### src/rtl/stream_max_log_llr_pkg.sv
// rtl/stream_max_log_llr_pkg.sv - shared helpers and types for the max-log LLR stream
// Purpose: clog2 helper, LLR saturation, metric/LLR typedefs, pipeline latency
// calculation and the candidate-index helper used by the top level.
package stream_max_log_llr_pkg;

  localparam int DEF_BITS     = 16;
  localparam int DEF_LLR_BITS = 16;

  typedef logic signed [DEF_BITS-1:0]     metric_t;
  typedef logic signed [DEF_BITS+1:0]     cand_t;
  typedef logic signed [DEF_LLR_BITS-1:0] llr_t;

  function automatic int clog2(input int n);
    int r;
    r = 0;
    while ((1 << r) < n) r++;
    return r;
  endfunction

  // Candidate register + one register per max-tree level + subtract/saturate register.
  function automatic int lat_calc(input int states, input int input_symbols);
    return 2 + clog2(states * input_symbols / 2);
  endfunction

  // Maps the idx-th input symbol whose bit k equals b back to the full input symbol u.
  function automatic int insert_bit(input int idx, input int k, input int b);
    return ((idx >> k) << (k + 1)) | (b << k) | (idx & ((1 << k) - 1));
  endfunction

  function automatic logic signed [63:0] saturate(input logic signed [63:0] x, input int width);
    logic signed [63:0] hi, lo;
    hi = (64'sd1 <<< (width - 1)) - 64'sd1;
    lo = -(64'sd1 <<< (width - 1));
    if (x > hi) return hi;
    if (x < lo) return lo;
    return x;
  endfunction

endpackage

### src/rtl/stream_max_log_llr_if.sv
// rtl/stream_max_log_llr_if.sv - trellis table interface
// Purpose: carries the trellis description into the LLR block.
// Signals: next_state[s][u] successor state, outputs[s][u] output symbol index.
// Modports: master drives the tables, slave reads them.
interface trellis_if import stream_max_log_llr_pkg::*; #(
  parameter int STATES         = 4,
  parameter int INPUT_SYMBOLS  = 4,
  parameter int OUTPUT_SYMBOLS = 4
) ();
  localparam int SW = (STATES > 1) ? clog2(STATES) : 1;
  localparam int OW = (OUTPUT_SYMBOLS > 1) ? clog2(OUTPUT_SYMBOLS) : 1;

  logic [SW-1:0] next_state [STATES][INPUT_SYMBOLS];
  logic [OW-1:0] outputs    [STATES][INPUT_SYMBOLS];

  modport master (output next_state, outputs);
  modport slave  (input  next_state, outputs);
endinterface

### src/rtl/stream_max_log_llr_max_tree.sv
// rtl/stream_max_log_llr_max_tree.sv - pipelined signed binary max tree
// Purpose: maximum of WIDTH signed values, one register per tree level.
// Ports: clk clock; en advances all levels; din WIDTH x BITS operands;
//        max_out registered maximum (clog2(WIDTH) cycles after din).
module max_tree_pipe import stream_max_log_llr_pkg::*; #(
  parameter int WIDTH = 8,
  parameter int BITS  = 18
) (
  input  logic                       clk,
  input  logic                       en,
  input  logic [WIDTH-1:0][BITS-1:0] din,
  output logic [BITS-1:0]            max_out
);
  localparam int LEVELS = clog2(WIDTH);
  localparam int P      = 1 << LEVELS;
  // Padding leaves use the most negative value so they never win.
  localparam logic [BITS-1:0] MIN_VAL = {1'b1, {(BITS-1){1'b0}}};

  // Heap layout: full[1] is the root, full[P..2P-1] are the leaves.
  logic [BITS-1:0] full [1:2*P-1];
  logic [BITS-1:0] node [1:P-1];

  function automatic logic [BITS-1:0] smax(input logic [BITS-1:0] a, input logic [BITS-1:0] b);
    return ($signed(a) > $signed(b)) ? a : b;
  endfunction

  for (genvar g = 1; g < 2 * P; g++) begin : g_full
    if (g < P) begin : g_node
      assign full[g] = node[g];
    end else if (g - P < WIDTH) begin : g_leaf
      assign full[g] = din[g-P];
    end else begin : g_pad
      assign full[g] = MIN_VAL;
    end
  end

  always_ff @(posedge clk) begin
    if (en) begin
      for (int i = 1; i < P; i++) node[i] <= smax(full[2*i], full[2*i+1]);
    end
  end

  assign max_out = full[1];
endmodule

### src/rtl/stream_max_log_llr.sv
// rtl/stream_max_log_llr.sv - streaming max-log LLR computation
// Purpose: per-bit max-log LLR from alpha, beta and branch metrics over a trellis.
// Ports: clk, rst (async active-high); trellis tables (trellis_if.slave);
//        in_valid/in_ready input handshake; branch_metric, AlphaMetric,
//        BetaMetric, apriori beat data; out_valid/out_ready output handshake;
//        LLR_D per-bit saturated LLR; out_last marks symbol SYMBOLS-1.
module stream_max_log_llr import stream_max_log_llr_pkg::*; #(
  parameter int BITS            = 16,
  parameter int LLR_BITS        = 16,
  parameter int BITS_PER_SYMBOL = 2,
  parameter int STATES          = 4,
  parameter int OUTPUT_SYMBOLS  = 4,
  parameter int SYMBOLS         = 10,
  parameter int EXTRINSIC       = 0
) (
  input  logic                                     clk,
  input  logic                                     rst,
  trellis_if.slave                                 trellis,
  input  logic                                     in_valid,
  output logic                                     in_ready,
  input  logic [OUTPUT_SYMBOLS-1:0][BITS-1:0]      branch_metric,
  input  logic [STATES-1:0][BITS-1:0]              AlphaMetric,
  input  logic [STATES-1:0][BITS-1:0]              BetaMetric,
  input  logic [BITS_PER_SYMBOL-1:0][BITS-1:0]     apriori,
  output logic                                     out_valid,
  input  logic                                     out_ready,
  output logic [BITS_PER_SYMBOL-1:0][LLR_BITS-1:0] LLR_D,
  output logic                                     out_last
);
  localparam int INPUT_SYMBOLS = 2 ** BITS_PER_SYMBOL;
  localparam int HALF          = INPUT_SYMBOLS / 2;
  localparam int CAND          = STATES * HALF;
  localparam int LAT           = lat_calc(STATES, INPUT_SYMBOLS);
  localparam int LEVELS        = LAT - 2;
  localparam int CW            = BITS + 2;  // alpha + gamma + beta never overflows
  localparam int DW            = BITS + 4;  // difference minus a-priori never overflows
  localparam int CNT_W         = (SYMBOLS > 1) ? clog2(SYMBOLS) : 1;

  logic en, accept, at_last;
  logic [CNT_W-1:0] sym_cnt;
  logic [LEVELS:0]  v_q, last_q;
  logic [BITS_PER_SYMBOL-1:0][BITS-1:0] ap_q [LEVELS+1];

  // cand_q[k][b] holds the CAND candidates whose input symbol has bit k == b.
  logic [CAND-1:0][CW-1:0] cand_q [BITS_PER_SYMBOL][2];
  logic [CW-1:0]           m_q    [BITS_PER_SYMBOL][2];

  logic signed [DW-1:0]                     diff_c [BITS_PER_SYMBOL];
  logic [BITS_PER_SYMBOL-1:0][LLR_BITS-1:0] llr_c;

  // The whole pipeline freezes while the output beat is stalled.
  assign in_ready = !(out_valid && !out_ready);
  assign en       = in_ready;
  assign accept   = in_valid && in_ready;
  assign at_last  = (sym_cnt == CNT_W'(SYMBOLS - 1));

  always_ff @(posedge clk or posedge rst) begin
    if (rst) begin
      sym_cnt   <= '0;
      v_q       <= '0;
      last_q    <= '0;
      out_valid <= 1'b0;
      out_last  <= 1'b0;
      LLR_D     <= '0;
    end else if (en) begin
      if (accept) sym_cnt <= at_last ? '0 : sym_cnt + 1'b1;
      v_q       <= {v_q[LEVELS-1:0], accept};
      last_q    <= {last_q[LEVELS-1:0], accept && at_last};
      out_valid <= v_q[LEVELS];
      out_last  <= last_q[LEVELS];
      LLR_D     <= llr_c;
    end
  end

  always_ff @(posedge clk) begin
    if (en) begin
      ap_q[0] <= apriori;
      for (int i = 1; i <= LEVELS; i++) ap_q[i] <= ap_q[i-1];
      for (int k = 0; k < BITS_PER_SYMBOL; k++)
        for (int b = 0; b < 2; b++)
          for (int s = 0; s < STATES; s++)
            for (int i = 0; i < HALF; i++)
              cand_q[k][b][s*HALF+i] <=
                  CW'($signed(AlphaMetric[s]))
                + CW'($signed(branch_metric[trellis.outputs[s][insert_bit(i, k, b)]]))
                + CW'($signed(BetaMetric[trellis.next_state[s][insert_bit(i, k, b)]]));
    end
  end

  for (genvar gk = 0; gk < BITS_PER_SYMBOL; gk++) begin : g_bit
    for (genvar gb = 0; gb < 2; gb++) begin : g_val
      max_tree_pipe #(.WIDTH(CAND), .BITS(CW)) u_tree (
        .clk     (clk),
        .en      (en),
        .din     (cand_q[gk][gb]),
        .max_out (m_q[gk][gb])
      );
    end
  end

  always_comb begin
    for (int k = 0; k < BITS_PER_SYMBOL; k++) begin
      diff_c[k] = DW'($signed(m_q[k][1])) - DW'($signed(m_q[k][0]));
      if (EXTRINSIC != 0) diff_c[k] = diff_c[k] - DW'($signed(ap_q[LEVELS][k]));
      llr_c[k] = LLR_BITS'(saturate(64'(diff_c[k]), LLR_BITS));
    end
  end
endmodule
### src/flat_wrapper.sv
// flat-port wrapper written by rule: the top's interface ports become plain ports
module stream_max_log_llr_flat import stream_max_log_llr_pkg::*;
#(
  parameter int BITS            = 16,
  parameter int LLR_BITS        = 16,
  parameter int BITS_PER_SYMBOL = 2,
  parameter int STATES          = 4,
  parameter int OUTPUT_SYMBOLS  = 4,
  parameter int SYMBOLS         = 10,
  parameter int EXTRINSIC       = 0
)
  (clk, rst, in_valid, in_ready, branch_metric, AlphaMetric, BetaMetric, apriori, out_valid, out_ready, LLR_D, out_last, trellis_next_state, trellis_outputs);
  trellis_if #(.STATES(STATES), .OUTPUT_SYMBOLS(OUTPUT_SYMBOLS)) trellis_i ();
  input  logic clk;
  input  logic rst;
  input  logic in_valid;
  output logic in_ready;
  input  logic [OUTPUT_SYMBOLS-1:0][BITS-1:0] branch_metric;
  input  logic [STATES-1:0][BITS-1:0] AlphaMetric;
  input  logic [STATES-1:0][BITS-1:0] BetaMetric;
  input  logic [BITS_PER_SYMBOL-1:0][BITS-1:0] apriori;
  output logic out_valid;
  input  logic out_ready;
  output logic [BITS_PER_SYMBOL-1:0][LLR_BITS-1:0] LLR_D;
  output logic out_last;
  input wire logic [$bits(trellis_i.next_state)-1:0] trellis_next_state;
  input wire logic [$bits(trellis_i.outputs)-1:0] trellis_outputs;
  assign trellis_i.next_state = {>>{trellis_next_state}};
  assign trellis_i.outputs = {>>{trellis_outputs}};
  stream_max_log_llr #(.BITS(BITS), .LLR_BITS(LLR_BITS), .BITS_PER_SYMBOL(BITS_PER_SYMBOL), .STATES(STATES), .OUTPUT_SYMBOLS(OUTPUT_SYMBOLS), .SYMBOLS(SYMBOLS), .EXTRINSIC(EXTRINSIC)) u_core (.clk(clk), .rst(rst), .trellis(trellis_i), .in_valid(in_valid), .in_ready(in_ready), .branch_metric(branch_metric), .AlphaMetric(AlphaMetric), .BetaMetric(BetaMetric), .apriori(apriori), .out_valid(out_valid), .out_ready(out_ready), .LLR_D(LLR_D), .out_last(out_last));
endmodule
### config.mk
export PLATFORM = sky130hd
export DESIGN_NAME = stream_max_log_llr_flat
export DESIGN_NICKNAME = d
export VERILOG_FILES = /design/src/rtl/stream_max_log_llr_pkg.sv /design/src/rtl/stream_max_log_llr_if.sv /design/src/rtl/stream_max_log_llr_max_tree.sv /design/src/rtl/stream_max_log_llr.sv /design/src/flat_wrapper.sv
export SDC_FILE = /design/constraint.sdc
export NUM_CORES = 2
export LEC_CHECK = 0
export ABC_AREA = 1
export CAP_MARGIN = 20
export CORE_ASPECT_RATIO = 2
export CORE_MARGIN = 1
export CORE_UTILIZATION = 35
export DETAILED_ROUTE_END_ITERATION = 6
export SETUP_SLACK_MARGIN = 0.05
export SYNTH_ARGS = -nofsm -noshare
export SYNTH_HDL_FRONTEND = slang
export SYNTH_SLANG_ARGS = --single-unit
### constraint.sdc
create_clock -name clk -period 94.5 [get_ports clk]
set_input_delay 14.175 -clock clk [delete_from_list [all_inputs] [get_ports clk]]
set_output_delay 14.175 -clock clk [all_outputs]
set_load 0.01 [all_outputs]
# Yosys cells after proc, flatten, opt, wreduce, memory -nomap -nowiden
# Memory sizes are Yosys's and may differ from the RTL's.
# Index checks and enable logic that the tools add are counted.
dict set report word_totals {
  register_bits 46
  ramBits 1080
  input_bits 292
  out_inout_bits 35
  word_cells 227
  memories 5
}
# name words word_bits read_ports rd_clocked_by_memory_dff wr line
set memory_table {}
lappend memory_table {u_core.cand_q 2 288 2 0 2 stream_max_log_llr.sv:45} ;# logic [CAND-1:0][CW-1:0] cand_q [BITS_PER_SYMBOL][2];
lappend memory_table {{u_core.g_bit[0].g_val[0].u_tree.node} 7 18 7 0 7 stream_max_log_llr_max_tree.sv:21} ;# logic [BITS-1:0] node [1:P-1];
lappend memory_table {{u_core.g_bit[0].g_val[1].u_tree.node} 7 18 7 0 7 stream_max_log_llr_max_tree.sv:21}
lappend memory_table {{u_core.g_bit[1].g_val[0].u_tree.node} 7 18 7 0 7 stream_max_log_llr_max_tree.sv:21}
lappend memory_table {{u_core.g_bit[1].g_val[1].u_tree.node} 7 18 7 0 7 stream_max_log_llr_max_tree.sv:21}
dict set report classes {
  add_sub_neg 35
  order_cmp 64
  n_eq_ne 1
  n_mux 108
  bitwise_logic 1
  n_reduce_logical 6
}
# op count
set ops {}
lappend ops {{$bmux W16 S2} 32}
lappend ops {{$mux W16} 40}
lappend ops {{$gt A18 B18 Y1} 28}
lappend ops {{$mux W18} 28}
lappend ops {{$add A17 B16 Y18} 16}
lappend ops {{$add A16 B16 Y17} 16}
lappend ops {{$lt A2 B3 Y1 const B} 32}
lappend ops {{$gt A19 B16 Y1 const B} 2}
lappend ops {{$lt A19 B16 Y1 const B} 2}
lappend ops {{$sub A18 B18 Y19} 2}
lappend ops {{$mux W1} 7}
lappend ops {{$add A4 B1 Y4 const B} 1}
lappend ops {{$eq A4 B4 Y1 const B} 1}
lappend ops {{$mux W4} 1}
lappend ops {{$logic_and A1 B1 Y1} 3}
lappend ops {{$logic_not A1 Y1} 2}
lappend ops {{$reduce_and A2 Y1} 1}
lappend ops {{$not A1 Y1} 1}

# Depth between registers and ports, before layout
# An unclocked memory read counts as a cell.
dict set report logic_depth {
  ltp_word 7
  mapped_depth 20
  depth_no_buf 19
}

# By module
# A second synthesis with hierarchy kept.
dict set report hier_totals {
  cells_unflattened 11454
  hier_area_um2 84542.3
}
# mod n_inst cells_each area_each_um2 seq_area_each_um2
set by_module_without_submodules {}
lappend by_module_without_submodules {stream_max_log_llr 1 6636 45698.8 9799.4}
lappend by_module_without_submodules {{max_tree_pipe (u_core.g_bit[0].g_val[0].u_tree ...)} 3 1210 9690.5 3783.6}
lappend by_module_without_submodules {{max_tree_pipe (u_core.g_bit[0].g_val[1].u_tree)} 1 1188 9771.9 3783.6}

# Worst setup path before layout
# No wires, ideal clock.
dict set report synth_timing {
  path_kind {input to output}
  from {input out_ready}
  to {output in_ready}
  arrival_time_ps 36153
  required_time_ps 80325
  setup_slack_ps 44172
  stages 4
  n_path_buf 2
  path_cell_list {nor2_1 -> inv_1 -> clkbuf_1 -> clkbuf_1}
}
dict set report synth_via {
  elab_chain_len 3
}
# element line
set synth_lines {}
lappend synth_lines {{start, declared} flat_wrapper.sv:23} ;# input logic out_ready;
lappend synth_lines {{$logic_not A1 Y1} stream_max_log_llr.sv:52} ;# assign in_ready = !(out_valid && !out_ready);
lappend synth_lines {{$logic_and A1 B1 Y1} stream_max_log_llr.sv:52}
lappend synth_lines {{$logic_not A1 Y1} stream_max_log_llr.sv:52}
lappend synth_lines {{end, declared} flat_wrapper.sv:17} ;# output logic in_ready;
# Every way passes these cells.

# Final worst setup path
# Ends and elaborated chain as after synthesis.

==> metrics.txt <==
Max Buffers Root-to-Sink=3; CTS root buffer=clkbuf_16; Die H=~680 um; mux cell area share after synthesis=0%; First DRT Iteration DRCs=just under 9000; post-DP HPWL=roughly 310 mm; worst hold path class=reg2reg; initial antenna violation count=29; status=complete, but fails checks; port bufs=around 300; critical register-to-register path startpoint=u_core.cand_q[0][107]; Synth Area in Adders=19.0%; Arrival @ worst endpoint=between 15 and 20 ns; Placer Congestion=between 1 and 1.5; area delta synth->final=10.0%; Starting Density=35.3%; Synth area leaders=edfxtp_1, ha_1, nand2_1, a21oi_1, inv_1; Post-CTS Setup Bufs=0; setup TNS=0 ns; final worst path period share=around 32%; Static Leak=approximately 43 nW; Final Hold Vio Count=0; fillcell total=~24000; ANT nets after route=0; max-cap violations=0; Syn Nets=12200; Post-synth EDFFs=around 790; Synth Warn #=0; largest family of logic cells by synthesized area=simple AND/OR/NAND/NOR gates; RSZ-0062 raised after global routing=no; Fmax achieved=32.8 MHz; ys async rst share=approximately 5.5%; die area=234000 um^2; Max-slew headroom=approximately 14%; Via density=roughly 5.6; first-pass GRT wire length=between 500 and 600 mm; Num CTS Buffers=slightly below 70; critical path class=in2out; post-CTS sizing=0; Synth top area share=between 20% and 30%; compound-gate portion of the synthesized area=around 17%; pin count of the biggest net entering global routing=about 180; Total GRT Usage=around a third; post-synthesis register bit count=838; Pre-antenna DRT Iters=7; maximum vdd drop=0.0259 mV; CTS tree=yes; cell area after placement=between 80000 and 90000 um^2; xor-xnor portion of the synthesized cell area=between 3 and 4%; PwrDens=40.3 nW/um^2; nets=about 12000; H-tree depth=3; Cell variety after synth=53; Synth Flop Type=edfxtp_1; CP dominant cell by count=clkdlybuf4s50_1; Worst-Margin Slew=~1.3 ns; CP Cell Sequence=clkdlybuf4s50_1, nor2_4, inv_8, clkdlybuf4s50_1; Final setup violation count=0; CP endpoint kind=output port; Post-Synthesis Cells=between 10000 and 15000; Row Count=between 200 and 250; clock sinks=838; Routed Wire Length=slightly below 400 mm; slowest cell on the critical path=nor2_4; failing checks=design-rule violations; residual DRC count=41; vias in the first global route=~73000; WL per Instance=between 20 and 30 um; share of cells above drive strength 1=4.46%; sequential area share after synthesis=a little under a third; Synth Area in Simple Gates=roughly a fifth; Worst Setup SP=out_ready; Core ar.=~230000 um^2; Worst-path clk slew=0.07 ns; worst-skew pair later-pin latency=roughly 0.67 ns; Max Fanout on Critical Path=60; die width=approximately 340 um; Slew Viols, Final=0; Total Power=between 3 and 4 mW; worst path required time=about 80 ns; post-route cell area=~89000 um^2; Startpoint Class=input pin; Synth area leader=edfxtp_1; Post-Syn Area=slightly above 80000 um^2; post-route minimum period=30.46 ns; syn_area_per_cell=roughly 7.5 um^2; grt ovf=0; Ports=between 300 and 400; hold path startpoint=u_core.v_q[3]; worst stage delay on the critical path=around 0.66 ns; hold_buf cts=0; via count=slightly below 80000; Setup Skew=0.0270 ns
-- synthesized netlist by cell type (15+ instances only) --
library cell and instances:
a21boi_0 33, a21o_1 28, a21oi_1 1194, a22oi_1 240
buf_2 36, clkbuf_1 454, clkinv_1 32, dfrtp_1 46
edfxtp_1 792, fa_1 274, ha_1 796, inv_1 1501
nand2_1 2437, nand2_2 88, nand2_4 15, nand3_1 528
nand3b_1 16, nand4_1 65, nor2_1 814, nor3_1 72
o211ai_1 15, o21ai_0 877, o21ai_1 20, o22ai_1 19
xnor2_1 107, xor2_1 141
-- routing by layer --
metal | GRT usage [%] | vias up | part of all wire [%]
met5 | 0 | - | 0.028
li1 | - | 35900 | -
met2 | 52.8 | 4336 | 46
met4 | 33.7 | 14 | 13
met3 | 5.17 | 1473 | 7.2
met1 | 34.7 | 36000 | 34
-- critical path, delay by kind of cell --
kind          cells  cell delay (ns)
simple gates      1             0.66
buf+inv           3             1.41
-- sequential cells by signal, indices dropped and copies added (netlist names) --
register,count
u_core.out_last,1
u_core.LLR_D,32
u_core.out_valid,1
u_core.last_q,4
u_core.cand_q,288
u_core.g_bit.g_val.u_tree.node,504
u_core.v_q,4
u_core.sym_cnt,4
-- kinds of logic (layout without fill, tap and decap cells) --
logic type	after synthesis	after routing
other cells	0	25
fa+ha+maj	1070	1070
simple gates	4080	4080
buf+inv	2071	2136
flops	838	838
compound gates	2489	2489
xor+xnor	267	267
-- report_power, final --
| part | internal, mW | switching, mW |
|---|---|---|
| Combinational | 0.702 | 1.56 |
| Sequential | 0.788 | 0.260 |
| Clock | 0.150 | 0.144 |
-- path summary, 6_finish.rpt --
| check | end | slack, ns | cells past startpoint |
|---|---|---|---|
| worst max-delay path | in_ready | 64.04 | 4 |
| worst min-delay path | u_core.out_valid | 0.46 | 2 |
| worst max register to register | u_core.g_bit[0].g_val[1].u_tree.node[0][118] | 90.45 | 8 |
| worst min register to register | u_core.out_valid | 0.46 | 2 |
| max in group asynchronous | u_core.LLR_D[10] | 79.89 | 2 |
| min in group asynchronous | u_core.LLR_D[29] | 14.03 | 2 |
-- final cells by class --
cell class,instances,area [um^2],area share (%)
inverter,1540,5790,6.47
multi-input combinational,7906,48300,54.1
antenna,25,62.6,0.0699
clock buffer,79,1850,2.07
tap,3012,3770,4.21
clock inverter,47,410,0.459
sequential,838,24900,27.9
timing repair buffer,470,4280,4.78
-- cell usage in the layout (no fill, tap or decap), drive strengths merged, types with 3 or more instances in the layout --
cell type	n
nor3b	3
or4	3
a211oi	6
o2111ai	13
nor2	814
clkinv	58
nor4	8
buf	200
o21a	6
nand2	2540
or2	3
and3	3
nand3	542
xor2	141
clkinvlp	15
ha	796
clkdlybuf4s50	270
o21bai	8
xnor2	126
edfxtp	792
fa	274
a22oi	240
nand3b	16
o21ai	898
a21o	28
a21oi	1209
a31oi	11
a21boi	33
dfrtp	46
inv	1512
clkbuf	79
o211ai	15
nand4	65
diode	25
o22ai	19
nor3	81
-- per-stage QoR --
step                hold WS, ns  utilization (%)  setup slack (ns)  instances
floorplan                 0.420                -             44.17      10800
global placement          0.433             37.8             63.96      13800
detailed placement        0.445             37.8             63.95      13800
CTS                       0.464             38.8             63.94      13900
global route              0.493             38.8             63.83      13900
finish                    0.460             38.8             64.04      13900
(Power assumes the default switching activity.)
